===== config.mk =====
export PLATFORM = sky130hd
export DESIGN_NAME = imm_extender_pipe
export DESIGN_NICKNAME = d
export VERILOG_FILES = /design/src/rtl/imm_extender_pipe.sv
export SDC_FILE = /design/constraint.sdc
export NUM_CORES = 1
export LEC_CHECK = 0
export ABC_AREA = 1
export CAP_MARGIN = 0
export CORE_ASPECT_RATIO = 0.9
export CORE_UTILIZATION = 35
export CTS_CLUSTER_SIZE = 16
export DETAILED_ROUTE_END_ITERATION = 16
export HOLD_SLACK_MARGIN = 0.03
export PLACE_DENSITY_LB_ADDON = 0.08
export SLEW_MARGIN = 30
export SYNTH_ARGS = -nofsm -noshare
export SYNTH_HDL_FRONTEND = slang
export SYNTH_SLANG_ARGS = --single-unit

===== constraint.sdc =====
create_clock -name clk -period 2.45 [get_ports clk]
set_input_delay 0.49 -clock clk [delete_from_list [all_inputs] [get_ports clk]]
set_output_delay 0.49 -clock clk [all_outputs]
set_load 0.03 [all_outputs]

===== src/rtl/imm_extender_pipe.sv =====
// rtl/imm_extender_pipe.sv - registered immediate extender with 2-entry skid buffer; optional prefix beats under IMM_PREFIX_EN
module imm_extender_pipe #(
  parameter int IN_W  = 4,
  parameter int OUT_W = 16,
  parameter int SH_W  = 2
) (
  input  logic             clk,
  input  logic             rst,
  input  logic             in_valid,
  output logic             in_ready,
  input  logic [IN_W-1:0]  in_imm,
  input  logic [1:0]       in_mode,
  input  logic [SH_W-1:0]  in_shamt,
  input  logic             in_prefix,
  output logic             out_valid,
  input  logic             out_ready,
  output logic [OUT_W-1:0] out_imm,
  output logic             out_neg,
  output logic             out_trunc
);

  localparam int SHMAX = (1 << SH_W) - 1;
`ifdef IMM_PREFIX_EN
  localparam int EW = 2 * IN_W;
`else
  localparam int EW = IN_W;
`endif
  // Wide enough that the shifted sign-extended source never loses bits before the trunc test.
  localparam int XW = OUT_W + EW + SHMAX;

  typedef enum logic [1:0] {EMPTY = 2'd0, ONE = 2'd1, FULL = 2'd2} state_t;

  state_t           state, state_n;
  logic             in_ready_q;
  logic [OUT_W-1:0] m_imm, s_imm, res_imm;
  logic             m_trunc, s_trunc, res_trunc;
  logic             acc, acc_data, drain;
  logic             load_m, load_s, move_s;
  logic [EW-1:0]    sx_src, zx_src;
  logic [OUT_W-1:0] up_val;
  logic [XW-1:0]    sx_val, sh_val;

  assign acc       = in_valid && in_ready_q;
  assign drain     = out_valid && out_ready;
  assign in_ready  = in_ready_q;
  assign out_valid = (state != EMPTY);
  assign out_imm   = m_imm;
  assign out_neg   = m_imm[OUT_W-1];
  assign out_trunc = m_trunc;

`ifdef IMM_PREFIX_EN
  logic [IN_W-1:0] pfx;
  logic            pfx_valid;

  // A prefix beat only feeds the buffer indirectly, so it never counts as a data beat.
  assign acc_data = acc && !in_prefix;

  // Prefix register: loaded by a prefix beat, consumed by the next data beat.
  always_ff @(posedge clk or posedge rst) begin
    if (rst) begin
      pfx       <= '0;
      pfx_valid <= 1'b0;
    end else if (acc && in_prefix) begin
      pfx       <= in_imm;
      pfx_valid <= 1'b1;
    end else if (acc_data) begin
      pfx_valid <= 1'b0;
    end
  end
`else
  logic unused_prefix;
  assign unused_prefix = in_prefix;
  assign acc_data      = acc;
`endif

  // Extend the incoming beat according to its mode.
  always_comb begin
    sx_src  = '0;
    zx_src  = '0;
    up_val  = '0;
`ifdef IMM_PREFIX_EN
    if (pfx_valid) begin
      sx_src                 = {pfx, in_imm};
      zx_src                 = {pfx, in_imm};
      up_val[OUT_W-1 -: EW]  = {pfx, in_imm};
    end else begin
      sx_src                 = {EW{in_imm[IN_W-1]}};
      sx_src[IN_W-1:0]       = in_imm;
      zx_src[IN_W-1:0]       = in_imm;
      up_val[OUT_W-1 -: IN_W] = in_imm;
    end
`else
    sx_src                  = in_imm;
    zx_src                  = in_imm;
    up_val[OUT_W-1 -: IN_W] = in_imm;
`endif
    sx_val         = {XW{sx_src[EW-1]}};
    sx_val[EW-1:0] = sx_src;
    sh_val         = sx_val << in_shamt;
    res_imm        = '0;
    res_trunc      = 1'b0;
    case (in_mode)
      2'b00: res_imm = sx_val[OUT_W-1:0];
      2'b01: res_imm[EW-1:0] = zx_src;
      2'b10: begin
        res_imm   = sh_val[OUT_W-1:0];
        res_trunc = (sh_val[XW-1:OUT_W] != {(XW-OUT_W){sh_val[OUT_W-1]}});
      end
      default: res_imm = up_val;
    endcase
  end

  // Buffer occupancy register and registered ready.
  always_ff @(posedge clk or posedge rst) begin
    if (rst) begin
      state      <= EMPTY;
      in_ready_q <= 1'b1;
    end else begin
      state      <= state_n;
      in_ready_q <= (state_n != FULL);
    end
  end

  // Next occupancy and which register captures the new or skid beat.
  always_comb begin
    state_n = state;
    load_m  = 1'b0;
    load_s  = 1'b0;
    move_s  = 1'b0;
    case (state)
      EMPTY: begin
        if (acc_data) begin
          state_n = ONE;
          load_m  = 1'b1;
        end
      end
      ONE: begin
        if (acc_data && drain) begin
          load_m = 1'b1;
        end else if (acc_data) begin
          state_n = FULL;
          load_s  = 1'b1;
        end else if (drain) begin
          state_n = EMPTY;
        end
      end
      FULL: begin
        if (drain) begin
          state_n = ONE;
          move_s  = 1'b1;
        end
      end
      default: state_n = EMPTY;
    endcase
  end

  // Main and skid data registers.
  always_ff @(posedge clk or posedge rst) begin
    if (rst) begin
      m_imm   <= '0;
      m_trunc <= 1'b0;
      s_imm   <= '0;
      s_trunc <= 1'b0;
    end else begin
      if (move_s) begin
        m_imm   <= s_imm;
        m_trunc <= s_trunc;
      end else if (load_m) begin
        m_imm   <= res_imm;
        m_trunc <= res_trunc;
      end
      if (load_s) begin
        s_imm   <= res_imm;
        s_trunc <= res_trunc;
      end
    end
  end

endmodule


# Yosys cells after proc, flatten, opt, wreduce, memory -nomap -nowiden
# Cells that the tools add are included.
# totals
reg_bits,37
output_inout_bits,20
word_cells,41
# op_classes
eq_ne,6
shifts,1
mux,20
reduce_logical,8
# op_table
op,n
12-bit case mux with 3 select lines,1
16-bit two-way mux,2
23-bit by 2-bit << shifter with 23-bit output,1
2-bit two-way mux,5
1-bit two-way mux,9
4-bit case mux with 2 select lines,1
7-bit != test,1
2-bit case mux with 3 select lines,1
2-bit by 1-bit == test with 1-bit output (second input constant),2
2-bit == test (second input constant),2
2-bit logical NOT,2
2-bit nonzero test,2
1-bit logical AND,3
2-bit != test (second input constant),1
1-bit case mux with 2 select lines,1
2-bit OR reduction,1

# Logic depth before layout (Yosys ltp)
# Gate-level depths: netlist of run 1.
# depth
word_depth,7
mapped_depth,8
ltp_nobuf,8

# Least setup slack after synthesis of run 1
# OpenSTA, ideal clock, no wires.
# synth_path
path_type,register -> register
from,"reg in_ready_q, in the netlist in_ready"
to,reg s_imm[0]
setup_time_ns,0.116
arrival_time_ns,1.197
path_slack_ns,1.137
path_stages_with_launch,7
path_buffers,1
period_less_slack_ns,1.313
path_cell_list,dfstp_2 nand2_1 nor2_1 nand3_2 buf_4 nand2_1 nand2_1
# synth_via
elab_chain_cells,4
word_cells_on_any_way,5
classes_between,mux (3); reduce/logical (2)
# synth_rtl
element,line,rtl
"start, declared",34,logic in_ready_q;
"start signal, assigned",120,in_ready_q <= (state_n != FULL);
1-bit logical AND (*),43,assign acc = in_valid && in_ready_q;
1-bit two-way mux or 1-bit logical AND (tied branches),"140, 138",
1-bit two-way mux (*),138,if (acc_data && drain) begin
1-bit two-way mux (*),130,case (state)
"end signal, assigned",173,s_imm <= res_imm;
"end, declared",35,"logic [OUT_W-1:0] m_imm, s_imm, res_imm;"
# Mark *: on every way between the ends. The rest lies on a longest branch, timed or not.
# A chain may end at the register's enable or synchronous reset.

# Worst setup path after layout of run 1
# layout_path
from,reg state[0]
to,out out_valid
# layout_via
elab_chain_cells,1
# layout_rtl
element,line,rtl
"start, declared",33,"state_t state, state_n;"
"start signal, assigned",119,state <= state_n;
2-bit nonzero test,46,assign out_valid = (state != EMPTY);
"end, declared",15,"output logic out_valid,"
# Every way passes these cells.

==> parameters.txt, run 1 <==
Parameter                              Value

Die
  Chip Height ... 61 um
  Site row count ... 21
  Boundary pin count ... 33
  Die Wd ... 67.6 um
  Die Outline Area ... 0.00412 mm2
  Area of the core region ... 0.00370 mm2
  Initial standard-cell utilization of the core ... between 30% and 40%

Finish
  Area growth from synthesis to final layout ... 24.8%
  Layout net count ... 221
  Number of antenna repair diodes ... 0
  Fill cell total of the finished layout ... around 370
  Sequential cell area ... 627 um2
  Fraction of final layout cells with drive strength greater than 1 ... between 10% and 20%
  Multi-input gate area in the final layout ... slightly below 600 um2

Global route
  Wire length of the first global-routing pass ... 5.09 mm
  Largest net degree at the start of global routing ... 26
  Number of global-route vias before repair ... 1,093
  Total global-route track usage ... 17.1%
  Leftover overflow at the end of global routing ... 0
  Number of antenna violations at the first check in global routing ... 0

Synthesis
  Adder and majority gate portion of the synthesized area ... 0%
  Xor-xnor portion of the synthesized cell area ... 0.647%
  Netlist area before placement ... roughly 0.0014 mm2
  Cell count after synthesis ... 182
  Unique cell type count in the Yosys netlist ... 22
  Share of the synthesized area in compound gates (AO/OA/AOI/OAI) ... under 10%
  Synthesis Warnings ... 0
  Synthesized area per cell ... 7.44 um2
  Dominant combinational cell family by area after synthesis ... simple AND/OR/NAND/NOR gates
  Register bit total from synthesis ... 25
  Synthesized-area fraction occupied by and/or/nand/nor cells ... 37.4%
  Register area share after synthesis ... between 40% and 50%
  Post-synth net total ... 195
  Post-synthesis mux area share ... 0%

Clock tree
  Number of H-tree levels ... 1
  Clock tree from TritonCTS ... yes
  Cell chosen for the clock root ... sky130_fd_sc_hd__clkbuf_8
  Number of buffers inserted during clock tree synthesis ... 3
  Clock slew seen by the registers of the worst setup and hold paths ... 0.09 ns
  Quantity of gates resized following cts ... 0
  Number of buffers added to fix hold violations after cts ... 0
  Setup repair bufs after CTS ... 0
  Clock latency on the worst-skew pair ... ~0.27 ns
  CTS sink count ... 25
  Buffers from clock root to sink, at most ... 2

Timing
  Part of the cycle the worst path needs ... 82.1%
  Worst hold slack across all endpoints ... just under 0.5 ns
  Final period demand of the worst path ... 2.01 ns
  Aggregate negative setup slack ... 0 ns
  Number of hold-slack violations in the final timing report ... 0
  Final Slew Violations ... 0
  Maximum operating frequency ... 0.497 GHz
  Count of final setup violators ... 0
  Largest clock skew in the final design ... 0.00355 ns
  RSZ-0062 raised after global routing ... false

Setup path
  CP startpoint kind ... flop
  Origin of the worst setup path ... state[0]
  Setup crit end kind ... output pin
  Crit path max-delay cell type ... sky130_fd_sc_hd__clkdlybuf4s50_1
  Data required time of the worst path ... approximately 2 ns
  Origin of the critical flop-to-flop path ... in_ready
  Critical path fanouts, max ... 4
  Critical path class ... flop to output pin
  Longest individual stage delay on the worst path ... 0.67 ns
  Chain of cells forming the critical path ... inv_2 -> nand2_4 -> clkdlybuf4s50_1
  Critical Path AT ... 1.52 ns

Route
  Post-route ant nets ... 0
  Residual DRC count ... 0
  DRC violation total after the first TritonRoute iteration ... 100
  Count of vias placed by the detailed router ... 1,176
  First-pass DRT Iterations ... 4
  Mean number of vias per cell ... 4.65
  Wirelength, routed ... 2.96 mm
  Routed length per instance ... 11.7 um

Pwr
  Static power due to leakage ... 0.860 nW
  Max IR drop VDD ... 0.464 mV
  Power Density ... 1140 mW/mm2

Run
  Max capacitance violation total ... 0

Placement
  Half-perimeter wire length after placement ... between 2 and 2.5 mm
  Number of buffers added on ports ... 30
  GP Congestion ... 0.940

Status
  Outcome ... finished clean

Worst hold path
  HP Class ... flop to flop
  Min-delay src ... s_imm[12]
-- worst max-delay path, delay by kind of cell, from the launching register on --
kind,cells,cell delay [ns]
buffers and inverters,2,0.74
flip-flops,1,0.43
AND/OR/NAND/NOR,1,0.08
-- final cells by class --
type                    count  share of cell area (%)
flip-flops and latches     25                    37.1
multi-input cells         130                    34.5
repair buffers             31                    18.2
inverters                  17                    3.85
well taps                  46                    3.41
clock buffers               3                    2.44
clock inverters             1                   0.444
-- logic make-up after synthesis --
family,after synthesis
other,1
and+or+nand+nor,118
DFF,25
AOI/OAI and AO/OA,10
buffers and inverters,27
xor gates and xnor gates,1
-- layout by cell type (no fill, tap or decap) --
master and instances:
sky130_fd_sc_hd__nand2_1 90, sky130_fd_sc_hd__nand3_1 16, sky130_fd_sc_hd__dfstp_2 1, sky130_fd_sc_hd__o21ai_0 4, sky130_fd_sc_hd__o21ai_2 3, sky130_fd_sc_hd__buf_4 1
sky130_fd_sc_hd__clkbuf_8 3, sky130_fd_sc_hd__nand2_4 1, sky130_fd_sc_hd__clkdlybuf4s50_1 30, sky130_fd_sc_hd__nor2_4 2, sky130_fd_sc_hd__nand3_2 1, sky130_fd_sc_hd__nand2_2 5
sky130_fd_sc_hd__inv_2 6, sky130_fd_sc_hd__xnor2_1 1, sky130_fd_sc_hd__clkinv_2 1, sky130_fd_sc_hd__a21oi_1 1, sky130_fd_sc_hd__nand4_1 1, sky130_fd_sc_hd__clkinvlp_4 1
sky130_fd_sc_hd__dfrtp_1 24, sky130_fd_sc_hd__o21ai_1 1, sky130_fd_sc_hd__conb_1 1, sky130_fd_sc_hd__nor2_1 2, sky130_fd_sc_hd__a22oi_1 1, sky130_fd_sc_hd__inv_1 10
-- stage by stage --
step	cells	total power, W	instance area, um2	setup WS [ns]	util, %
2_1_floorplan	182	0.00138	1350	1.14	-
3_3_place_gp	249	0.00167	1640	0.492	44.3
3_5_place_dp	249	0.00169	1640	0.460	44.3
4_1_cts	253	0.00195	1690	0.419	45.6
5_1_grt	253	0.00207	1690	0.373	45.6
6_report	253	0.00192	1690	0.438	45.6
-- per-layer routing --
metal | wire length, um | vias up | track usage [%]
li1 | - | 602 | -
met5 | 0 | - | 0
met2 | 1330 | 37 | 26.7
met4 | 27 | 0 | 4.56
met1 | 1440 | 533 | 23.7
met3 | 161 | 4 | 3.95
-- report_power, final --
part / leakage, nW / switching [W] / internal, W
Clock: 0.0217 / 0.000136 / 0.000115
Combinational: 0.516 / 0.000607 / 0.000375
Sequential: 0.323 / 0.000103 / 0.000587
Total: 0.860 / 0.000846 / 0.00108
-- path summary, 6_finish.rpt --
path	endpoint	slack [ns]	depth (start not counted)
max in group asynchronous	in_ready	1.59	3
worst max-delay path	out_valid	0.44	3
worst min-delay path	s_imm[12]	0.49	2
worst min register to register	s_imm[12]	0.49	2
worst max register to register	s_imm[15]	0.89	6
min in group asynchronous	out_imm[15]	0.57	3
-- state kept, by name, indices dropped and copies added, names as in the netlist --
register and flops:
out_imm 11, s_imm 11, state 2, in_ready 1
-- Yosys cell counts --
cell type | n | area [um2]
sky130_fd_sc_hd__nor2_4 | 2 | 22.5
sky130_fd_sc_hd__o21ai_0 | 4 | 20.0
sky130_fd_sc_hd__nand2_2 | 5 | 31.3
sky130_fd_sc_hd__nand4_1 | 1 | 6.26
sky130_fd_sc_hd__dfstp_2 | 1 | 26.3
sky130_fd_sc_hd__a22oi_1 | 1 | 7.51
sky130_fd_sc_hd__conb_1 | 1 | 3.75
sky130_fd_sc_hd__dfrtp_1 | 24 | 601
sky130_fd_sc_hd__nand3_1 | 16 | 80.1
sky130_fd_sc_hd__inv_1 | 10 | 37.5
sky130_fd_sc_hd__a21oi_1 | 1 | 5.00
sky130_fd_sc_hd__o21ai_2 | 3 | 26.3
sky130_fd_sc_hd__clkinv_2 | 1 | 5.00
sky130_fd_sc_hd__xnor2_1 | 1 | 8.76
sky130_fd_sc_hd__buf_4 | 9 | 67.6
sky130_fd_sc_hd__inv_2 | 6 | 22.5
sky130_fd_sc_hd__nand3_2 | 1 | 10.0
sky130_fd_sc_hd__nor2_1 | 2 | 7.51
sky130_fd_sc_hd__nand2_1 | 90 | 338
sky130_fd_sc_hd__o21ai_1 | 1 | 5.00
sky130_fd_sc_hd__buf_6 | 1 | 11.3
sky130_fd_sc_hd__nand2_4 | 1 | 11.3
Power figures use the tool's default switching activity.
==> inputs of run 2 (changes only) <==
==> constraint.sdc (replaced) <==
create_clock -name clk -period 2 [get_ports clk]
set_input_delay 0.4 -clock clk [delete_from_list [all_inputs] [get_ports clk]]
set_output_delay 0.4 -clock clk [all_outputs]
set_load 0.03 [all_outputs]
==> parameters.txt, run 2 (synthesized netlist as in run 1, its figures left out) <==
Parameter                              Value

Clock tree
  Quantity of gates resized following cts ... 0 (unchanged)
  Clock tree from TritonCTS ... yes
  Number of buffers added to fix hold violations after cts ... 0 (unchanged)
  Cell chosen for the clock root ... sky130_fd_sc_hd__clkbuf_8
  Setup repair bufs after CTS ... 0 (unchanged)
  Number of H-tree levels ... 1 (unchanged)
  Buffers from clock root to sink, at most ... 2 (unchanged)
  CTS sink count ... 25 (unchanged)
  Clock slew seen by the registers of the worst setup and hold paths ... 0.09 ns (about the same)
  Number of buffers inserted during clock tree synthesis ... 3 (unchanged)
  Clock latency on the worst-skew pair ... 0.28 ns (about the same)

Timing
  Maximum operating frequency ... 0.517 GHz
  Aggregate negative setup slack ... 0 ns (unchanged)
  Number of hold-slack violations in the final timing report ... 0 (unchanged)
  Part of the cycle the worst path needs ... 96.7%
  Count of final setup violators ... 0 (unchanged)
  Largest clock skew in the final design ... 0.00141 ns (-0.00214 ns)
  Final Slew Violations ... 0 (unchanged)
  Final period demand of the worst path ... roughly 1.9 ns
  RSZ-0062 raised after global routing ... false

Global route
  Leftover overflow at the end of global routing ... 0 (unchanged)
  Total global-route track usage ... 16.8% (-0.28 points)
  Number of antenna violations at the first check in global routing ... 0 (unchanged)
  Wire length of the first global-routing pass ... 4.91 mm (-3.7%)
  Number of global-route vias before repair ... 1,076 (-1.6%)
  Largest net degree at the start of global routing ... 26 (unchanged)

Placement
  Instance count after placement with tap cells included ... 251 (+0.80%)
  GP Congestion ... 0.958 (+1.9%)
  Number of buffers added on ports ... 30 (unchanged)
  Half-perimeter wire length after placement ... 2.20 mm (+2.1%)
  Area after detailed placement ... 0.00166 mm2 (+0.92%)

Finish
  Layout Cells excl Fill ... 255 (+0.79%)
  Fraction of final layout cells with drive strength greater than 1 ... 12.9% (+0.84 points)
  Most common library cell in the layout ignoring fill and taps ... sky130_fd_sc_hd__nand2_1
  Area growth from synthesis to final layout ... 25.9%
  Cell area after layout ... 0.00170 mm2 (+0.89%)
  Layout net count ... 223 (+0.90%)
  Most frequent cells in the layout ... sky130_fd_sc_hd__nand2_1, sky130_fd_sc_hd__clkdlybuf4s50_1, sky130_fd_sc_hd__dfrtp_1
  Number of antenna repair diodes ... 0 (unchanged)

Route
  DRC violation total after the first TritonRoute iteration ... 115 (+15%)
  Routed length per instance ... 11.6 um (-0.88%)
  First-pass DRT Iterations ... 4 (unchanged)
  Residual DRC count ... 0 (unchanged)
  Wirelength, routed ... 2.96 mm (-0.10%)
  Mean number of vias per cell ... 4.66 (+0.23%)
  Post-route ant nets ... 0 (unchanged)
  Count of vias placed by the detailed router ... 1,188 (+1.0%)

Setup path
  Chain of cells forming the critical path ... inv_2 -> nand2_4 -> clkdlybuf4s50_1
  Longest individual stage delay on the worst path ... 0.67 ns (about the same)
  Crit path max-delay cell type ... sky130_fd_sc_hd__clkdlybuf4s50_1
  CP startpoint kind ... flop
  Buffers and inverters on the worst path ... 2 (unchanged)
  Top delay family on crit path ... buffers and inverters
  Worst reg-to-reg setup slack ... 0.62 ns (-0.27 ns)
  Critical path class ... flop to output pin
  Setup crit end kind ... output pin
  Critical Path AT ... 1.53 ns (about the same)
  Critical path fanouts, max ... 4 (unchanged)
  Data required time of the worst path ... 1.60 ns (-0.36 ns)

Pwr
  Share of total power consumed by net switching ... 43.9% (-0.076 points)
  Fraction of power consumed by sequential logic ... 35.5% (-0.4 points)
  Total power ... 0.00238 W (+24%)
  Max IR drop VDD ... 0.548 mV (+18%)
  Clock share of power ... 13.3% (+0.2 points)
  Design internal power ... 0.00133 W (+24%)
  Proportion of power drawn by combinational gates ... 51.1% (about the same)
  Static power due to leakage ... 0.869 nW (+1.0%)
  Psw ... 0.00104 W (+23%)
  Power Density ... 1400 mW/mm2 (+23%)

Status
  Outcome ... finished clean

Die
  Die Outline Area ... 0.00412 mm2 (unchanged)
  Area of the core region ... 0.00370 mm2 (unchanged)
  Die Wd ... 67.6 um (unchanged)
  Boundary pin count ... 33 (unchanged)
  Initial standard-cell utilization of the core ... 36.5% (unchanged)
  Site row count ... 21 (unchanged)
  Chip Height ... 61 um (unchanged)

Worst hold path
  HP Class ... input port to async pin

Run
  Max capacitance violation total ... 0 (unchanged)
-- run 2: path summary, 6_finish.rpt --
kind,start,endpoint,cells past startpoint
max,state[0],out_valid,3
min,rst,out_imm[14],3
max reg2reg,in_ready,s_imm[0],6
min reg2reg,s_imm[14],s_imm[14],2
max in group asynchronous,rst,in_ready,3
min in group clk,s_imm[14],s_imm[14],2
-- run 2: cell type report --
| class | count | area, um2 |
|---|---|---|
| well taps | 46 | 57.6 |
| fillers | 383 | 2000 |
| clock inverters | 1 | 7.51 |
| flip-flops and latches | 25 | 627 |
| repair buffers | 33 | 323 |
| multi-input cells | 130 | 583 |
| inverters | 17 | 65.1 |
| clock buffers | 3 | 41.3 |
-- run 2: worst register-to-register path: stages (launching register included) --
cell,delay [ns]
sky130_fd_sc_hd__dfstp_2,0.54
sky130_fd_sc_hd__nand2_1,0.06
sky130_fd_sc_hd__nor2_1,0.15
sky130_fd_sc_hd__nand3_2,0.18
sky130_fd_sc_hd__inv_2,0.23
sky130_fd_sc_hd__nand2_1,0.09
sky130_fd_sc_hd__nand2_1,0.08
-- run 2: layer usage --
| metal | GRT usage (%) | vias to the layer above | wire length, um |
|---|---|---|---|
| li1 | - | 605 | - |
| met1 | 22.0 | 547 | 1510 |
| met2 | 26.2 | 31 | 1260 |
| met3 | 4.70 | 5 | 138 |
| met4 | 6.99 | 0 | 44 |
| met5 | 0 | - | 0 |
-- run 2: per-stage QoR --
stage	hold slack (ns)	utilization [%]	worst slack (ns)
2_1_floorplan	0.427	-	0.687
3_3_place_gp	0.463	44.7	0.280
3_5_place_dp	0.465	44.7	0.241
4_1_cts	0.478	46.0	0.0582
5_1_grt	0.498	46.0	0.0102
6_report	0.461	46.0	0.0651
-- run 2: power by group through the flow --
stage / sequential (W) / clock [W] / combinational [W]
6_report: 0.000845 / 0.000317 / 0.00122
5_1_grt: 0.000875 / 0.000349 / 0.00133
4_1_cts: 0.000847 / 0.000329 / 0.00123
3_5_place_dp: 0.000856 / 0 / 0.00123
3_3_place_gp: 0.000848 / 0 / 0.00121
2_1_floorplan: 0.00105 / 0 / 0.000642
